File: config.mk
export PLATFORM = sky130hd
export DESIGN_NAME = uxa_kbd_poller_flat
export DESIGN_NICKNAME = d
export VERILOG_FILES = /design/src/rtl/uxa_kbd_poller_pkg.sv /design/src/rtl/uxa_kbd_poller_if.sv /design/src/rtl/uxa_kbd_poll_timer.sv /design/src/rtl/uxa_kbd_poller.sv /design/src/flat_wrapper.sv
export SDC_FILE = /design/constraint.sdc
export NUM_CORES = 1
export LEC_CHECK = 0
export ABC_AREA = 1
export ABC_CLOCK_PERIOD_IN_PS = 1800
export BUFFER_PORTS_ARGS = -buffer_cell sky130_fd_sc_hd__clkbuf_2
export CAP_MARGIN = 20
export CORE_MARGIN = 5
export CORE_UTILIZATION = 39
export CTS_CLUSTER_DIAMETER = 150
export CTS_CLUSTER_SIZE = 25
export DETAILED_ROUTE_END_ITERATION = 12
export SYNTH_ARGS = -nofsm -noshare
export SYNTH_HDL_FRONTEND = slang
export SYNTH_SLANG_ARGS = --single-unit
File: constraint.sdc
create_clock -name sys_clk_i -period 1.8 [get_ports sys_clk_i]
set_input_delay 0.18 -clock sys_clk_i [delete_from_list [all_inputs] [get_ports sys_clk_i]]
set_output_delay 0.18 -clock sys_clk_i [all_outputs]
set_load 0.01 [all_outputs]
File: src/rtl/uxa_kbd_poller_pkg.sv
// Shared constants and types for the UXA keyboard poller: PS/2 set-2 prefix
// codes, adapter register bit positions, FSM encoding and the event record.
package uxa_kbd_poller_pkg;

  // PS/2 set-2 prefix bytes
  localparam logic [7:0] SC_E0 = 8'hE0;
  localparam logic [7:0] SC_E1 = 8'hE1;
  localparam logic [7:0] SC_F0 = 8'hF0;

  // Bytes swallowed after an E1 before the single pause event is emitted
  localparam logic [2:0] E1_SKIP_LEN = 3'd7;

  // Adapter status/data register layout
  localparam int REG_AVAIL_BIT = 15;
  localparam int REG_FULL_BIT  = 14;
  localparam int REG_CLK_BIT   = 9;
  localparam int REG_DATA_BIT  = 8;

  typedef enum logic [1:0] {
    ST_WAIT   = 2'd0,
    ST_READ   = 2'd1,
    ST_DECODE = 2'd2,
    ST_HOLD   = 2'd3
  } state_t;

  typedef struct packed {
    logic       ext;
    logic       brk;
    logic [7:0] code;
  } key_event_t;

endpackage

File: src/rtl/uxa_kbd_poller_if.sv
// Bus bundle between the poller, the PS/2 adapter register port and the key
// event consumer. master = poller side, slave = adapter/consumer side.
interface uxa_kbd_poller_if;
  logic        io_stb_o;
  logic        io_we_o;
  logic [1:0]  io_dat_o;
  logic        io_ack_i;
  logic [15:0] io_dat_i;
  logic        ev_valid_o;
  logic        ev_ready_i;
  logic [7:0]  ev_code_o;
  logic        ev_ext_o;
  logic        ev_brk_o;
  logic        ovf_o;
  logic        err_o;
  logic        flag_clr_i;

  modport master (
    output io_stb_o, io_we_o, io_dat_o,
    input  io_ack_i, io_dat_i,
    output ev_valid_o, ev_code_o, ev_ext_o, ev_brk_o,
    input  ev_ready_i,
    output ovf_o, err_o,
    input  flag_clr_i
  );

  modport slave (
    input  io_stb_o, io_we_o, io_dat_o,
    output io_ack_i, io_dat_i,
    input  ev_valid_o, ev_code_o, ev_ext_o, ev_brk_o,
    output ev_ready_i,
    input  ovf_o, err_o,
    output flag_clr_i
  );
endinterface

File: src/rtl/uxa_kbd_poll_timer.sv
// Reloadable down-counter with a zero flag. Holds at zero rather than
// wrapping, so a stalled consumer keeps the flag asserted.
module uxa_kbd_poll_timer #(
  parameter int               WIDTH   = 16,
  parameter logic [WIDTH-1:0] RST_VAL = '0
) (
  input  logic             clk,
  input  logic             srst,
  input  logic             load,
  input  logic [WIDTH-1:0] load_val,
  input  logic             dec,
  output logic             zero
);

  logic [WIDTH-1:0] count_reg;

  // Load has priority over decrement; decrement saturates at zero
  always_ff @(posedge clk) begin
    if (srst) begin
      count_reg <= RST_VAL;
    end else if (load) begin
      count_reg <= load_val;
    end else if (dec && (count_reg != '0)) begin
      count_reg <= count_reg - {{(WIDTH-1){1'b0}}, 1'b1};
    end
  end

  assign zero = (count_reg == '0);

endmodule

File: src/rtl/uxa_kbd_poller.sv
// Polls the UXA PS/2 adapter register, pops received bytes and folds set-2
// prefixes (E0 / F0 / E1 pause) into single key events on a one-entry
// valid/ready output. Sticky flags report adapter FIFO overflow and ack
// timeouts.
module uxa_kbd_poller
  import uxa_kbd_poller_pkg::*;
#(
  parameter int POLL_DIV    = 64,
  parameter int ACK_TIMEOUT = 16
) (
  input  logic             sys_clk_i,
  input  logic             sys_reset_i,
  uxa_kbd_poller_if.master bus
);

  localparam logic [15:0] POLL_RELOAD = 16'(POLL_DIV - 1);
  localparam logic [7:0]  ACK_RELOAD  = 8'(ACK_TIMEOUT - 1);

  state_t     state_reg;
  logic       stb_reg;
  logic [15:0] dat_reg;
  logic       ext_reg;
  logic       brk_reg;
  logic [2:0] skip_reg;
  logic       ev_valid_reg;
  key_event_t ev_reg;
  logic       ovf_reg;
  logic       err_reg;
  logic       poll_zero;
  logic       ack_zero;
  logic [7:0] rx_byte;
  logic       line_unused;

  assign rx_byte = dat_reg[7:0];
  // Raw line bits and reserved bits are latched but have no consumer here
  assign line_unused = ^{dat_reg[13:10], dat_reg[REG_CLK_BIT], dat_reg[REG_DATA_BIT]};

  // Poll interval: held at reload outside WAIT so every WAIT entry starts fresh
  uxa_kbd_poll_timer #(.WIDTH(16), .RST_VAL(POLL_RELOAD)) u_poll_timer (
    .clk      (sys_clk_i),
    .srst     (sys_reset_i),
    .load     (state_reg != ST_WAIT),
    .load_val (POLL_RELOAD),
    .dec      (state_reg == ST_WAIT),
    .zero     (poll_zero)
  );

  // Ack timeout: armed while not reading, counts strobe cycles without ack
  uxa_kbd_poll_timer #(.WIDTH(8), .RST_VAL(ACK_RELOAD)) u_ack_timer (
    .clk      (sys_clk_i),
    .srst     (sys_reset_i),
    .load     (state_reg != ST_READ),
    .load_val (ACK_RELOAD),
    .dec      ((state_reg == ST_READ) && !bus.io_ack_i),
    .zero     (ack_zero)
  );

  // Main sequencer: read, decode prefixes, hold event until accepted
  always_ff @(posedge sys_clk_i) begin
    if (sys_reset_i) begin
      state_reg    <= ST_WAIT;
      stb_reg      <= 1'b0;
      dat_reg      <= '0;
      ext_reg      <= 1'b0;
      brk_reg      <= 1'b0;
      skip_reg     <= '0;
      ev_valid_reg <= 1'b0;
      ev_reg       <= '0;
      ovf_reg      <= 1'b0;
      err_reg      <= 1'b0;
    end else begin
      // Clear first so a same-cycle set below takes precedence
      if (bus.flag_clr_i) begin
        ovf_reg <= 1'b0;
        err_reg <= 1'b0;
      end

      case (state_reg)
        ST_WAIT: begin
          if (poll_zero && !ev_valid_reg) begin
            state_reg <= ST_READ;
            stb_reg   <= 1'b1;
          end
        end

        ST_READ: begin
          if (bus.io_ack_i) begin
            dat_reg   <= bus.io_dat_i;
            stb_reg   <= 1'b0;
            state_reg <= ST_DECODE;
          end else if (ack_zero) begin
            stb_reg   <= 1'b0;
            err_reg   <= 1'b1;
            state_reg <= ST_WAIT;
          end
        end

        ST_DECODE: begin
          if (dat_reg[REG_FULL_BIT]) begin
            ovf_reg <= 1'b1;
          end
          if (!dat_reg[REG_AVAIL_BIT]) begin
            // Empty read: back off for a full poll interval
            state_reg <= ST_WAIT;
          end else if (skip_reg != 3'd0) begin
            // Inside the pause sequence: swallow, emit once the tail is gone
            skip_reg <= skip_reg - 3'd1;
            if (skip_reg == 3'd1) begin
              ev_reg       <= '{ext: 1'b1, brk: brk_reg, code: SC_E1};
              ev_valid_reg <= 1'b1;
              ext_reg      <= 1'b0;
              brk_reg      <= 1'b0;
              state_reg    <= ST_HOLD;
            end else begin
              stb_reg   <= 1'b1;
              state_reg <= ST_READ;
            end
          end else if (rx_byte == SC_E0) begin
            ext_reg   <= 1'b1;
            stb_reg   <= 1'b1;
            state_reg <= ST_READ;
          end else if (rx_byte == SC_F0) begin
            brk_reg   <= 1'b1;
            stb_reg   <= 1'b1;
            state_reg <= ST_READ;
          end else if (rx_byte == SC_E1) begin
            ext_reg   <= 1'b1;
            skip_reg  <= E1_SKIP_LEN;
            stb_reg   <= 1'b1;
            state_reg <= ST_READ;
          end else begin
            ev_reg       <= '{ext: ext_reg, brk: brk_reg, code: rx_byte};
            ev_valid_reg <= 1'b1;
            ext_reg      <= 1'b0;
            brk_reg      <= 1'b0;
            state_reg    <= ST_HOLD;
          end
        end

        ST_HOLD: begin
          if (bus.ev_ready_i) begin
            ev_valid_reg <= 1'b0;
            stb_reg      <= 1'b1;
            state_reg    <= ST_READ;
          end
        end

        default: begin
          state_reg <= ST_WAIT;
          stb_reg   <= 1'b0;
        end
      endcase
    end
  end

  assign bus.io_stb_o   = stb_reg;
  assign bus.io_we_o    = 1'b0;
  assign bus.io_dat_o   = 2'b00;
  assign bus.ev_valid_o = ev_valid_reg;
  assign bus.ev_code_o  = ev_reg.code;
  assign bus.ev_ext_o   = ev_reg.ext;
  assign bus.ev_brk_o   = ev_reg.brk;
  assign bus.ovf_o      = ovf_reg;
  assign bus.err_o      = err_reg;

endmodule

File: src/flat_wrapper.sv
// flat-port wrapper written by rule: the top's interface ports become plain ports
module uxa_kbd_poller_flat import uxa_kbd_poller_pkg::*;
#(
  parameter int POLL_DIV    = 64,
  parameter int ACK_TIMEOUT = 16
)
  (sys_clk_i, sys_reset_i, bus_io_stb_o, bus_io_we_o, bus_io_dat_o, bus_io_ack_i, bus_io_dat_i, bus_ev_valid_o, bus_ev_code_o, bus_ev_ext_o, bus_ev_brk_o, bus_ev_ready_i, bus_ovf_o, bus_err_o, bus_flag_clr_i);
  uxa_kbd_poller_if bus_i ();
  input  logic sys_clk_i;
  input  logic sys_reset_i;
  output wire logic [$bits(bus_i.io_stb_o)-1:0] bus_io_stb_o;
  output wire logic [$bits(bus_i.io_we_o)-1:0] bus_io_we_o;
  output wire logic [$bits(bus_i.io_dat_o)-1:0] bus_io_dat_o;
  input wire logic [$bits(bus_i.io_ack_i)-1:0] bus_io_ack_i;
  input wire logic [$bits(bus_i.io_dat_i)-1:0] bus_io_dat_i;
  output wire logic [$bits(bus_i.ev_valid_o)-1:0] bus_ev_valid_o;
  output wire logic [$bits(bus_i.ev_code_o)-1:0] bus_ev_code_o;
  output wire logic [$bits(bus_i.ev_ext_o)-1:0] bus_ev_ext_o;
  output wire logic [$bits(bus_i.ev_brk_o)-1:0] bus_ev_brk_o;
  input wire logic [$bits(bus_i.ev_ready_i)-1:0] bus_ev_ready_i;
  output wire logic [$bits(bus_i.ovf_o)-1:0] bus_ovf_o;
  output wire logic [$bits(bus_i.err_o)-1:0] bus_err_o;
  input wire logic [$bits(bus_i.flag_clr_i)-1:0] bus_flag_clr_i;
  assign bus_io_stb_o = bus_i.io_stb_o;
  assign bus_io_we_o = bus_i.io_we_o;
  assign bus_io_dat_o = bus_i.io_dat_o;
  assign bus_i.io_ack_i = bus_io_ack_i;
  assign bus_i.io_dat_i = bus_io_dat_i;
  assign bus_ev_valid_o = bus_i.ev_valid_o;
  assign bus_ev_code_o = bus_i.ev_code_o;
  assign bus_ev_ext_o = bus_i.ev_ext_o;
  assign bus_ev_brk_o = bus_i.ev_brk_o;
  assign bus_i.ev_ready_i = bus_ev_ready_i;
  assign bus_ovf_o = bus_i.ovf_o;
  assign bus_err_o = bus_i.err_o;
  assign bus_i.flag_clr_i = bus_flag_clr_i;
  uxa_kbd_poller #(.POLL_DIV(POLL_DIV), .ACK_TIMEOUT(ACK_TIMEOUT)) u_core (.sys_clk_i(sys_clk_i), .sys_reset_i(sys_reset_i), .bus(bus_i));
endmodule
==> metrics <==
#FFs+latches synth=55; Final min period=1.654 ns; cell count after synthesis=406; pwr dens=roughly 660 mW/mm^2; hpwl dp=approximately 4.7 mm; share of post-route cells with drive strength above 1=about a quarter; Chip Height=about 99 um; WL/cell=between 10 and 15 um; adder-cell share of the synthesized area=between 4 and 5%; mux contribution to synthesized area=0%; Crit path largest cell delay=around 0.35 ns; Static Leakage=approximately 0.0014 uW; max reg flops=16; Clock Latency Late Sink=0.31 ns; row cnt=32; vias in the first global route=between 2000 and 2500; most frequent cells in the layout=nand2_1, dfxtp_1, nor2_1, inv_1; Post-Synth XOR/XNOR Area=2.293%; endpoints failing setup=0; clock-pin slew on the worst setup and hold paths=between 0.1 and 0.15 ns; drt pass-1 iters=4; Starting Density=~40%; # diodes=0; H-tree depth=2; maximum vdd drop=0.4349 mV; Post-Syn Area per Cell=approximately 7.5 um^2; Seq/Total Area, Yosys=a little over a third; maximum clock rate=604.5 MHz; ANT nets after route=0; Critical Path Source Type=flip-flop; compound-cell area share of the yosys netlist=15.32%; IO Pins=38; top cells by area in the synthesized netlist=dfxtp_1, nand2_1, nor2_1, o21ai_0, ha_1; CP max-delay cell=dfxtp_1; Yosys cell types=just over 40; critical-path cell list=inv_1 > ha_1 > nand3_1 > nor3_4 > inv_2 > nand2_4 > nand3_4 > inv_2 > nand3_1 > nand2_1 > nor2_1; Top FF cell, synth=dfxtp_1; largest family of logic cells by synthesized area=simple AND/OR/NAND/NOR gates; initial DRC count=between 60 and 70; CTS sink cnt=between 50 and 60; gpl congestion=approximately 0.8; simple logic cell fraction of the synthesized area=33.33%; Crit. End Element=flip-flop; fill count=between 700 and 800; number of buffers added on ports=28; Residual DRC=0; largest net degree at the start of global routing=23; Placement Cell Area=~0.0033 mm^2; max_cap viols=0; Post-synth EDFFs=0; first-pass GRT wire length=~11 mm; Final Max Slew Viols=0; core area=around 0.0077 mm^2; Design Area, Final=0.003463 mm^2; leading cell type in the layout, fill and taps excluded=nand2_1; CTS Buf Count=5; Chip Width=slightly below 100 um; Synth top area share=36.04%; synthesis-to-finish area growth=13.35%; synthesized cell area=between 0.003 and 0.004 mm^2; GR Overflow Total=0; crit share post-route=roughly nine tenths; Syn. warnings=0; RSZ-0062 raised after global routing=no; post-synth top area cell=dfxtp_1; Worst path top cell family by delay=simple AND/OR/NAND/NOR gates; via/cell ratio=between 4 and 5; clk root buf=clkbuf_8; CTS Buffer Depth=2; DR vias=~2600; CP Buf/Inv Count=3; initial antenna violation count=0; Final TNS setup=0 ns; overall global routing resource usage=13.17%; nets@finish=roughly 480; worst-path maximum fanout=8; crit path kind=flip-flop to flip-flop; FFs w/ async S/R, synth=0%; HP Class=input port to flip-flop; status=finished clean; critical path data required time=slightly above 2 ns; area of the die=between 0.009 and 0.01 mm^2; worst path arrival time=1.88 ns; skew final=about 0.017 ns; Post-Route WL=around 6.2 mm; # hold bufs at CTS=0; CTS tree=built; final core occ=between 40% and 50%; final hold vios=0
-- synth_stat cells, types with 6 or more instances --
cell	count
nor2_2	11
dfxtp_1	55
inv_1	34
a21oi_1	25
nand3_1	27
ha_1	11
inv_2	13
nand2_1	75
nor2_4	9
nor2_1	39
xor2_1	6
o21ai_0	28
a21oi_2	7
nand4_1	6
-- kinds of logic after synthesis --
family | count (synthesis)
other | 1
AND/OR/NAND/NOR | 192
buffers and inverters | 59
adder cells (fa/ha/maj) | 11
XOR/XNOR | 8
flip-flops | 55
AO/OA/AOI/OAI | 80
-- where the power goes --
group,leakage (uW),internal [uW],switching [uW]
logic,0.000934,89.4,180
clock network,0.0000463,287,448
registers,0.000445,1250,23.7
total,0.00143,1630,651
-- what timing repair did --
| action | CTS | global route |
|---|---|---|
| hold endpoints to repair | 0 | 0 |
| endpoints found under the setup margin | 0 | 14 |
| setup buffers | 0 | 3 |
| gates resized for setup | 0 | 6 |
-- area by class of cell --
type | count | area [um^2] | area share, %
Clock inverter | 3 | 27.53 | 0.7948
Clock buffer | 5 | 68.82 | 1.987
Timing Repair Buffer | 39 | 222.7 | 6.431
Multi-Input combinational cell | 294 | 1729 | 49.93
Inverter | 48 | 185.2 | 5.347
Sequential cell | 55 | 1102 | 31.83
Tap cell | 102 | 127.6 | 3.685
-- metrics by stage --
step,cells,setup WS [ns],hold slack (ns),total power [uW]
global route,546,0.001065,0.1117,2398
global placement,535,0.1360,0.4366,1568
floorplan,408,0.3089,0.3467,1506
CTS,543,0.06379,0.1078,2306
detailed placement,535,0.1074,0.4474,1571
finish,546,0.1458,0.1159,2278
-- final timing paths --
check / to / slack [ns] / from / depth (start not counted)
min: u_core.dat_reg[7] / 0.12 / bus_io_dat_i[7] / 3
max: u_core.bus.io_stb_o / 0.15 / u_core.u_ack_timer.count_reg[1] / 11
max reg2reg: u_core.bus.io_stb_o / 0.15 / u_core.u_ack_timer.count_reg[1] / 11
min reg2reg: u_core.bus.ev_brk_o / 0.45 / u_core.brk_reg / 2
-- routing by layer --
| layer | up-vias | global-route usage, % | part of all wire, % |
|---|---|---|---|
| met5 | - | 0 | 0 |
| met4 | 0 | 3.466 | 0.95 |
| met3 | 4 | 2.831 | 2.8 |
| met2 | 24 | 21.94 | 46 |
| met1 | 1184 | 17.32 | 51 |
| li1 | 1386 | - | - |
-- worst reg2reg max path: stages, from the launching register on --
cell and delay [ns]:
dfxtp_1 0.35, inv_1 0.09, ha_1 0.15, nand3_1 0.13, nor3_4 0.28, inv_2 0.07
nand2_4 0.12, nand3_4 0.10, inv_2 0.08, nand3_1 0.08, nand2_1 0.07, nor2_1 0.04
No activity file was read; power rests on OpenSTA's default activity.
